## config.mk

```make
export PLATFORM = sky130hd
export DESIGN_NAME = mem_stage_lsu
export DESIGN_NICKNAME = d
export VERILOG_FILES = /design/src/rtl/mem_stage_lsu.sv
export SDC_FILE = /design/constraint.sdc
export NUM_CORES = 1
export LEC_CHECK = 0
export CAP_MARGIN = 20
export CELL_PAD_IN_SITES_DETAIL_PLACEMENT = 0
export CELL_PAD_IN_SITES_GLOBAL_PLACEMENT = 2
export CORE_MARGIN = 3
export CORE_UTILIZATION = 24
export DETAILED_ROUTE_END_ITERATION = 12
export PLACE_DENSITY = 0.88
export SKIP_LAST_GASP = 1
export SYNTH_ARGS = -nofsm -noshare
export SYNTH_HDL_FRONTEND = slang
export SYNTH_SLANG_ARGS = --single-unit
```

## constraint.sdc

```tcl
create_clock -name clk -period 10.35 [get_ports clk]
set_input_delay 2.5875 -clock clk [delete_from_list [all_inputs] [get_ports clk]]
set_output_delay 2.5875 -clock clk [all_outputs]
set_load 0.03 [all_outputs]
```

## src/rtl/mem_stage_lsu.sv

```systemverilog
// rtl/mem_stage_lsu.sv - memory-stage load/store unit with valid/ready dmem port and M->W register
// Sized, lane-aligned loads/stores; misaligned or unsupported accesses skip memory and flag W.
module mem_stage_lsu #(
  parameter int XLEN = 32,
  parameter int RS_W = 3,
  parameter int RD_W = 5
) (
  input  logic              clk,
  input  logic              reset,
  input  logic              valid_m,
  input  logic [XLEN-1:0]   alu_out_m,
  input  logic [XLEN-1:0]   wdata_m,
  input  logic              mem_read_m,
  input  logic              mem_write_m,
  input  logic [2:0]        funct3_m,
  input  logic [XLEN-1:0]   imm_u_m,
  input  logic [XLEN-1:0]   pc_m,
  input  logic [XLEN-1:0]   pcplus4_m,
  input  logic [RS_W-1:0]   result_src_m,
  input  logic              reg_write_m,
  input  logic [RD_W-1:0]   rd_m,
  output logic              dmem_req,
  output logic              dmem_we,
  output logic [XLEN-1:0]   dmem_addr,
  output logic [XLEN-1:0]   dmem_wdata,
  output logic [XLEN/8-1:0] dmem_be,
  input  logic [XLEN-1:0]   dmem_rdata,
  input  logic              dmem_ready,
  output logic              stall_m,
  output logic [XLEN-1:0]   fwd_m,
  output logic              reg_write_h,
  output logic [RD_W-1:0]   rd_h,
  output logic              valid_w,
  output logic              reg_write_w,
  output logic              misalign_w,
  output logic [XLEN-1:0]   alu_out_w,
  output logic [XLEN-1:0]   load_data_w,
  output logic [XLEN-1:0]   imm_u_w,
  output logic [XLEN-1:0]   pc_w,
  output logic [XLEN-1:0]   pcplus4_w,
  output logic [RS_W-1:0]   result_src_w,
  output logic [RD_W-1:0]   rd_w
);

  localparam int NB    = XLEN / 8;
  localparam int OFF_W = $clog2(NB);
  localparam bit IS64  = (XLEN == 64);

  typedef enum logic {S_IDLE, S_WAIT} state_t;

  state_t            state, stateNext;
  logic              access, aligned, misalign, isLoad, signBit;
  logic [1:0]        size;
  logic [OFF_W-1:0]  offset;
  logic [NB-1:0]     sizeMask;
  logic [XLEN-1:0]   shifted, widthMask, loadData;

  assign access   = valid_m & (mem_read_m | mem_write_m);
  assign isLoad   = mem_read_m & ~mem_write_m;
  assign size     = funct3_m[1:0];
  assign offset   = alu_out_m[OFF_W-1:0];
  assign misalign = access & ~aligned;

  assign fwd_m       = alu_out_m;
  assign reg_write_h = reg_write_m & valid_m;
  assign rd_h        = rd_m;

  always_comb begin
    case (size)
      2'b00:   aligned = 1'b1;
      2'b01:   aligned = ~alu_out_m[0];
      2'b10:   aligned = (alu_out_m[1:0] == 2'b00);
      default: aligned = (alu_out_m[2:0] == 3'b000);
    endcase
    // Encodings with no legal access at this width are reported as misaligned.
    if (funct3_m == 3'b111 || (!IS64 && (funct3_m == 3'b011 || funct3_m == 3'b110)))
      aligned = 1'b0;
  end

  always_ff @(posedge clk or posedge reset) begin
    if (reset) state <= S_IDLE;
    else       state <= stateNext;
  end

  always_comb begin
    stateNext = state;
    dmem_req  = 1'b0;
    case (state)
      S_IDLE: begin
        dmem_req = access & aligned;
        if (dmem_req && !dmem_ready) stateNext = S_WAIT;
      end
      S_WAIT: begin
        dmem_req = 1'b1;
        if (dmem_ready) stateNext = S_IDLE;
      end
      default: stateNext = S_IDLE;
    endcase
    // Dropping req during reset is the abort signal to memory.
    if (reset) dmem_req = 1'b0;
  end

  assign stall_m   = dmem_req & ~dmem_ready;
  assign dmem_we   = mem_write_m;
  assign dmem_addr = {alu_out_m[XLEN-1:OFF_W], {OFF_W{1'b0}}};
  assign dmem_be   = sizeMask << offset;

  always_comb begin
    case (size)
      2'b00: begin
        sizeMask   = NB'(8'h01);
        dmem_wdata = {NB{wdata_m[7:0]}};
      end
      2'b01: begin
        sizeMask   = NB'(8'h03);
        dmem_wdata = {(NB/2){wdata_m[15:0]}};
      end
      2'b10: begin
        sizeMask   = NB'(8'h0F);
        dmem_wdata = {(XLEN/32){wdata_m[31:0]}};
      end
      default: begin
        sizeMask   = '1;
        dmem_wdata = wdata_m;
      end
    endcase
  end

  always_comb begin
    shifted = dmem_rdata >> {offset, 3'b000};
    case (size)
      2'b00: begin
        widthMask = XLEN'(64'hFF);
        signBit   = shifted[7];
      end
      2'b01: begin
        widthMask = XLEN'(64'hFFFF);
        signBit   = shifted[15];
      end
      2'b10: begin
        widthMask = XLEN'(64'hFFFF_FFFF);
        signBit   = shifted[31];
      end
      default: begin
        widthMask = '1;
        signBit   = 1'b0;
      end
    endcase
    loadData = (shifted & widthMask) | ((~funct3_m[2] & signBit) ? ~widthMask : '0);
  end

  always_ff @(posedge clk or posedge reset) begin
    if (reset) begin
      valid_w      <= 1'b0;
      reg_write_w  <= 1'b0;
      misalign_w   <= 1'b0;
      alu_out_w    <= '0;
      load_data_w  <= '0;
      imm_u_w      <= '0;
      pc_w         <= '0;
      pcplus4_w    <= '0;
      result_src_w <= '0;
      rd_w         <= '0;
    end else if (stall_m) begin
      valid_w     <= 1'b0;
      reg_write_w <= 1'b0;
      misalign_w  <= 1'b0;
    end else begin
      valid_w      <= valid_m;
      reg_write_w  <= valid_m & reg_write_m & ~misalign;
      misalign_w   <= misalign;
      alu_out_w    <= alu_out_m;
      load_data_w  <= (valid_m & isLoad & aligned) ? loadData : '0;
      imm_u_w      <= imm_u_m;
      pc_w         <= pc_m;
      pcplus4_w    <= pcplus4_m;
      result_src_w <= result_src_m;
      rd_w         <= rd_m;
    end
  end

endmodule
```

## Word-level counts from Yosys, hierarchy flattened

Cells that the tools add are included.
W data, S select, Z words.

- Output and inout port bits: 280
- Register bits after elaboration: 172
- Word-level logic and storage cells: 62

- Reductions and logical operators: 7
- Bitwise operators: 21
- Multiplexer cells: 16
- Shift-type cells: 2
- Eq/ne operators: 5

Operators with widths:

| operator | count |
|---|---|
| $pmux W32 S2 | 2 |
| $mux W32 | 2 |
| $and A32 B32 Y32 | 1 |
| $not A32 Y32 | 1 |
| $or A32 B32 Y32 | 1 |
| $shr A32 B5 Y32 | 1 |
| $and A1 B1 Y1 | 10 |
| $pmux W4 S2 | 1 |
| $mux W1 | 7 |
| $not A1 Y1 | 7 |
| $eq A3 B3 Y1 const B | 2 |
| $pmux W1 S3 | 2 |
| $logic_not A2 Y1 | 2 |
| $pmux W1 S2 | 2 |
| $shl A4 B2 Y4 | 1 |
| $eq A3 B2 Y1 const B | 1 |
| $logic_not A3 Y1 | 1 |
| $eq A2 B1 Y1 const B | 1 |
| $eq A2 B2 Y1 const B | 1 |
| $logic_or A1 B1 Y1 | 2 |
| $logic_and A1 B1 Y1 | 1 |
| $logic_not A1 Y1 | 1 |
| $or A1 B1 Y1 | 1 |

## Longest topological paths before layout

Gate-level depths: netlist of run 1.

- Word-level depth: 9
- Mapped depth: 8
- Depth with buffers taken out: 5

## Worst setup path before layout of run 1

OpenSTA, ideal clock, no wires.

- Path kind: input port to output port
- Start point: in funct3_m[0]
- End point: out dmem_req
- Buffers on the path: 2
- Setup slack: 3.452 ns
- Arrival: 4.311 ns
- Stages on the path: 6
- Cells stage by stage: buf_2 or4_4 a21oi_4 clkbuf_1 nor2_1 nor2_1

- Cells in the longest elaborated chain, start to end: 7
- Elaborated cells on any way between the ends: 13
- Classes of those cells: 5 x eq/ne; 4 x mux; 1 x bitwise; 3 x reduce/logical

Ends and longest elaborated chain:

| element | RTL line | source |
|---|---|---|
| start, declared | 15 | `input logic [2:0] funct3_m,` |
| branches (longest 3 deep; another with $pmux W1 S3) | - |  |
| $mux W1 (*) | 76 | `if (funct3_m == 3'b111 \|\| (!IS64 && (funct3_m == 3'b011 \|\| funct3_m == 3'b110)))` |
| $and A1 B1 Y1 (*) | 90 | `dmem_req = access & aligned;` |
| $pmux W1 S2 (*) | 88 | `case (state)` |
| $mux W1 (*) | 100 | `if (reset) dmem_req = 1'b0;` |
| end, declared | 22 | `output logic dmem_req,` |

Mark *: on every way between the ends.

## Final worst setup path of run 1

- Start point: in alu_out_m[1]
- End point: out stall_m

- Cells in the longest elaborated chain, start to end: 7
- Elaborated cells on any way between the ends: 8
- Classes of those cells: 4 x mux; 2 x bitwise; 2 x reduce/logical

Ends and longest elaborated chain:

| element | RTL line | source |
|---|---|---|
| start, declared | 11 | `input logic [XLEN-1:0] alu_out_m,` |
| $logic_not A3 Y1 or $logic_not A2 Y1 (tied branches) | 73, 72 |  |
| $pmux W1 S3 (*) | 69 | `case (size)` |
| $mux W1 (*) | 76 |  |
| $and A1 B1 Y1 (*) | 90 |  |
| $pmux W1 S2 (*) | 88 |  |
| $mux W1 (*) | 100 |  |
| $and A1 B1 Y1 (*) | 103 | `assign stall_m = dmem_req & ~dmem_ready;` |
| end, declared | 29 | `output logic stall_m,` |

Mark *: on every way between the ends. The rest lies on a longest branch, timed or not.

==> impl_metrics.yaml, run 1 <==
finish:
  instances_no_fill: 1494
  area_growth_syn_to_layout_pct: 64.7
  layout.nets: 1243
  final_cell_mix: "486 x clkdlybuf4s50_1, 172 x dfrtp_1, 106 x mux2_2"
  design_area_mm2: 0.0136
  drive_gt1_share_pct: 14.9
  insertedDiodeCount: 0
  final_common_cell: "clkdlybuf4s50_1"
synthesis:
  synth_area_leaders: "dfrtp_1 52%, mux2_2 15%, mux2_1 7.4%, buf_4 7.2%, mux2i_1 3.0%"
  synth_top_cell_by_area: "dfrtp_1"
  synth_seq_area_share_pct: 52.3
  synth_top_area_share_pct: 52.3
  ys_types: 36
  ys_ff_latch: 172
  ys_warn_count: 0
  syn_inst: 637
  syn_area_per_cell_um2: 12.9
  syn_area_mm2: 0.00823
timing:
  tns_ns: 0
  rsz0062_at_grt: "no"
  max_slew.worst_pin.slew_ns: 0.968
  slew_violations: 0
  slew_headroom_pct: 35.4
  fmax_mhz: 123
  setup_viol: 0
  worst_slack_ns: 2.25
  clock_skew_ns: 0.00771
  period_minus_slack_ns: 8.10
  finalCritPeriodShare_pct: 78.3
  finalHoldViolCount: 0
placement:
  dp.cells: 1462
  pre_cts_ws_ns: 2.26
  dp_hpwl_um: 22800
  portBuffers: 487
  placed_area_mm2: 0.0129
  gp_congestion: 0.808
drt:
  dr.pass1.iters: 4
  drc: 0
  drtIter0Drc: 223
  num_vias: 6606
  postRouteAntennaNets: 0
  wl_um: 29100
  viasPerCell: 4.42
  wire_per_inst_um: 19.4
flow_run:
  maxCapViolCount: 0
clock_tree:
  clk_latency_ns: 0.42
  clock_path_buffers: 2
  post-cts-setup-buffer-count: 0
  clock-sinks: 172
  clk_pin_slew_worst_paths_ns: 0.07
  ctsResizeCount: 0
  holdBufCountCts: 0
  htreeDepth: 4
  cts_made_buffers: 17
  cts_root_buf: "clkbuf_16"
  cts_tree: "built"
global_route:
  grt_overflow_total: 0
  grt_antenna_before_repair: 1
  grt_use_total_pct: 15.4
  grt_pass1_vias: 6935
  grt_pass1_wl_um: 42800
  grt_max_degree: 75
worst_hold_path:
  worstHoldStart: "alu_out_w[19]$_DFFE_PP0N_"
  hold_path_depth: 1
  hp-class: "register to register"
power:
  p_leak_nw: 5.37
  power.density_mw_per_mm2: 140
  ir_drop_uv: 101
floorplanning:
  rows: 67
  die_x_um: 191
  core_area_mm2: 0.0336
  ioPinCount: 490
  die-area_mm2: 0.0365
  start_util_pct: 24.5
  die_y_um: 191
critical_path:
  cp-start-kind: "input port"
  reg2reg_depth: 5
  critPathRequiredTime_ns: 7.76
  r2r_start: "state$_DFF_PP0_"
  cp-end-kind: "output port"
  critPathKind: "input port to output port"
  cp_max_fo: 41
  crit_start: "alu_out_m[1]"
  crit_arrival_ns: 5.51
run_status:
  outcome: "complete, no violations"
==> synth_stat cells <==
library cell,number
mux2i_1,25
buf_1,4
o31ai_1,9
clkbuf_1,20
o21ai_0,11
o41ai_1,16
o211ai_1,25
o21bai_1,1
and2_1,2
a21oi_4,1
mux2_2,106
nand2b_1,1
inv_1,1
dfrtp_1,172
nor3_1,2
conb_1,1
buf_2,15
nor2_1,17
nand3b_1,1
nor3b_1,1
a21oi_1,2
a221oi_1,1
nor2b_1,10
o21a_1,8
buf_6,6
a21o_1,1
or4_4,1
nand2_1,10
mux2_1,54
buf_4,79
o21ai_2,1
a211oi_1,22
a21boi_0,8
o211a_1,1
a211o_1,1
inv_2,1
==> logic make-up (layout without fill, tap and decap cells) <==
group                  after synthesis  in the layout  share of synthesized area, %
AO/OA/AOI/OAI                      108            108                          9.89
buffers and inverters              126            534                          10.1
flip-flops                         172            172                          52.3
multiplexers                       185            185                          24.9
other                                1              2                        0.0456
AND/OR/NAND/NOR                     45             45                          2.66
==> critical path: stages <==
cell             delay, ns
clkdlybuf4s50_1       0.39
buf_4                 0.27
or4_4                 0.57
a21oi_4               0.16
buf_4                 0.32
o21ai_2               0.25
inv_6                 0.23
clkdlybuf4s50_1       0.70
==> metrics by stage <==
stage                     power, mW  util, %  hold WS [ns]
final                          1.89     40.3         0.489
after global routing           1.98     40.3         0.506
after CTS                      1.93     40.3         0.496
after detailed placement       1.24     38.5         0.480
after global placement         1.23     38.5         0.472
after floorplan                1.00        -         0.695
==> path summary, 6_finish.rpt <==
path | to | slack (ns)
max | stall_m | 2.25
min | alu_out_w[19]$_DFFE_PP0N_ | 0.49
max reg2reg | alu_out_w[11]$_DFFE_PP0N_ | 7.85
min reg2reg | alu_out_w[19]$_DFFE_PP0N_ | 0.49
max in group asynchronous | alu_out_w[8]$_DFFE_PP0N_ | 6.52
min in group asynchronous | pcplus4_w[4]$_DFFE_PP0N_ | 2.61
==> power breakdown <==
part           internal (mW)  total, mW  switching (mW)
clock network          0.386      0.674           0.288
registers              0.713      0.732          0.0193
logic                  0.228      0.486           0.258
total                   1.33       1.89           0.565
==> sequential cells by signal, indices dropped and copies added, names as in the netlist <==
signal,cells
valid_w,1
load_data_w,32
imm_u_w,32
alu_out_w,32
reg_write_w,1
misalign_w,1
pc_w,32
rd_w,5
pcplus4_w,32
state,1
result_src_w,3
==> area by class of cell <==
type                       instances  area (um2)
clock buffer                      18         429
clock inverter                    14         180
fill                            3247       20100
inverter                           2        17.5
multi-input combinational        340        3090
sequential                       172        4300
tap                              448         561
timing repair buffer             500        4970
==> metal layers <==
layer | routed length, um | vias to the layer above | track usage [%]
met5 | 13 | - | 0
met4 | 365 | 2 | 3.73
met3 | 2750 | 23 | 5.76
met2 | 15200 | 318 | 28.6
met1 | 10700 | 3243 | 16.6
li1 | - | 3020 | -
(Power assumes the default switching activity.)
==> run 2: changes to the inputs <==
--- a/config.mk
+++ b/config.mk
@@ -9,9 +9,9 @@
 export CELL_PAD_IN_SITES_DETAIL_PLACEMENT = 0
 export CELL_PAD_IN_SITES_GLOBAL_PLACEMENT = 2
 export CORE_MARGIN = 3
-export CORE_UTILIZATION = 24
+export CORE_UTILIZATION = 22
 export DETAILED_ROUTE_END_ITERATION = 12
-export PLACE_DENSITY = 0.88
+export PLACE_DENSITY = 0.82
 export SKIP_LAST_GASP = 1
 export SYNTH_ARGS = -nofsm -noshare
 export SYNTH_HDL_FRONTEND = slang
==> constraint.sdc (replaced) <==
create_clock -name clk -period 8 [get_ports clk]
set_input_delay 2 -clock clk [delete_from_list [all_inputs] [get_ports clk]]
set_output_delay 2 -clock clk [all_outputs]
set_load 0.03 [all_outputs]
==> run 2 against run 1 <==
Effect of this change: final cell count is 1.4% higher; cell area is 0.34% higher; clock skew is 0.0019 ns higher; via count is 0.48% lower; die area is 8.8% higher; wire length is 1.4% higher; sequential share of layout area is 0.11 points lower; critical endpoint unchanged; register-to-register slack worse by 2.4 ns; clock power is 35% higher.
==> impl_metrics.yaml, run 2 (synthesis gave the netlist of run 1 again) <==
global_route:
  grt_pass1_vias: 6920
  grt_max_degree: 74
  grt_pass1_wl_um: 42600
  grt_overflow_total: 0
  met1_usage_pct: 16.3
  busiest_layer: "met2"
  grt_antenna_before_repair: 0
  grt_util_met2_pct: 25.1
  grt_use_total_pct: 14.1
  grt_use_met3_pct: 5.01
finish:
  instances_no_fill: 1515
  area_growth_syn_to_layout_pct: 65.3
  final_cell_mix: "485 x clkdlybuf4s50_1, 172 x dfrtp_1, 106 x mux2_2"
  insertedDiodeCount: 0
  design_area_mm2: 0.0136
  drive_gt1_share_pct: 15.1
  final_common_cell: "clkdlybuf4s50_1"
  fin_util_pct: 37.1
  layout.nets: 1244
placement:
  placed_area_mm2: 0.0130
  dp.cells: 1483
  dp_hpwl_um: 23000
  pre_cts_ws_ns: 1.08
  portBuffers: 487
  gp_congestion: 0.766
drt:
  viasPerCell: 4.34
  num_vias: 6574
  wl_um: 29500
  drtIter0Drc: 222
  dr.pass1.iters: 4
  postRouteAntennaNets: 0
  drc: 0
  wire_per_inst_um: 19.4
timing:
  slew_headroom_pct: 34.9
  tns_ns: 0
  finalHoldViolCount: 0
  rsz0062_at_grt: "no"
  slew_violations: 0
  setup_viol: 0
  clock_skew_ns: 0.00964
  max_slew.worst_pin.slew_ns: 0.976
  finalCritPeriodShare_pct: 86.9
  worst_slack_ns: 1.05
  hold_ws_ns: 0.490
  fmax_mhz: 144
  period_minus_slack_ns: 6.95
clock_tree:
  post-cts-setup-buffer-count: 0
  holdBufCountCts: 0
  clk_pin_slew_worst_paths_ns: 0.07
  clock-sinks: 172
  cts_root_buf: "clkbuf_16"
  clk_latency_ns: 0.42
  cts_tree: "built"
  ctsResizeCount: 0
  clock_path_buffers: 2
  htreeDepth: 4
  cts_made_buffers: 17
run_status:
  outcome: "complete, no violations"
worst_hold_path:
  worstHoldStart: "alu_out_w[15]$_DFFE_PP0N_"
  hp-class: "register to register"
  holdPathEnd: "alu_out_w[15]$_DFFE_PP0N_"
  hold_path_depth: 1
floorplanning:
  die_y_um: 199
  rows: 70
  ioPinCount: 490
  core_area_mm2: 0.0367
  die-area_mm2: 0.0397
  start_util_pct: 22.4
  die_x_um: 199
critical_path:
  path_cells: "clkdlybuf4s50_1 -> buf_4 -> or4_4 -> a21oi_4 -> o21ai_2 -> inv_6 -> clkdlybuf4s50_1"
  crit_arrival_ns: 4.95
  critPathSlowestCell: "clkdlybuf4s50_1"
  critPathKind: "input port to output port"
  reg2reg_depth: 5
  reg2reg_to: "pc_w[24]$_DFFE_PP0N_"
  r2r_start: "state$_DFF_PP0_"
  cp-end-kind: "output port"
  crit_top_cell: "clkdlybuf4s50_1"
  cp-start-kind: "input port"
  cp_max_fo: 23
  critPathRequiredTime_ns: 6.00
  slowest_delay_ns: 0.72
  reg2reg_slack_ns: 5.47
power:
  power.density_mw_per_mm2: 183
  p_leak_nw: 5.39
  ir_drop_uv: 117
  power.total_mw: 2.48
flow_run:
  maxCapViolCount: 0
[run 2: per-layer routing]
layer  vias up  routed length [um]
li1       3026                   -
met1      3222               11500
met2       309               14800
met3        17                2860
met4         0                 302
met5         -                   0
[run 2: worst max path at each step]
stage	startpoint	end	slack [ns]	cells after the start
6_report	funct3_m[0]	stall_m	1.05	7
5_1_grt	funct3_m[0]	stall_m	0.94	7
4_1_cts	funct3_m[0]	stall_m	1.06	7
3_5_place_dp	funct3_m[0]	stall_m	1.08	7
3_3_place_gp	funct3_m[0]	stall_m	1.10	7
2_1_floorplan	reset	alu_out_w[0]$_DFFE_PP0N_	1.34	1
[run 2: final cells by class]
type                            count  area [um2]
Sequential cell                   172        4300
Multi-Input combinational cell    340        3090
Timing Repair Buffer              501        4970
Fill cell                        3660       23100
Clock buffer                       20         457
Clock inverter                     12         171
Tap cell                          468         586
Inverter                            2        17.5
[run 2: critical path, delay by kind of cell]
kind	cells	cell delay (ns)
buf+inv	4	1.58
compound gates	2	0.78
simple gates	1	0.59
[run 2: report_power, final]
part / switching, mW / total, mW / internal [mW]
clock network: 0.390 / 0.910 / 0.520
registers: 0.0257 / 0.947 / 0.922
logic: 0.332 / 0.627 / 0.296
total: 0.748 / 2.48 / 1.74
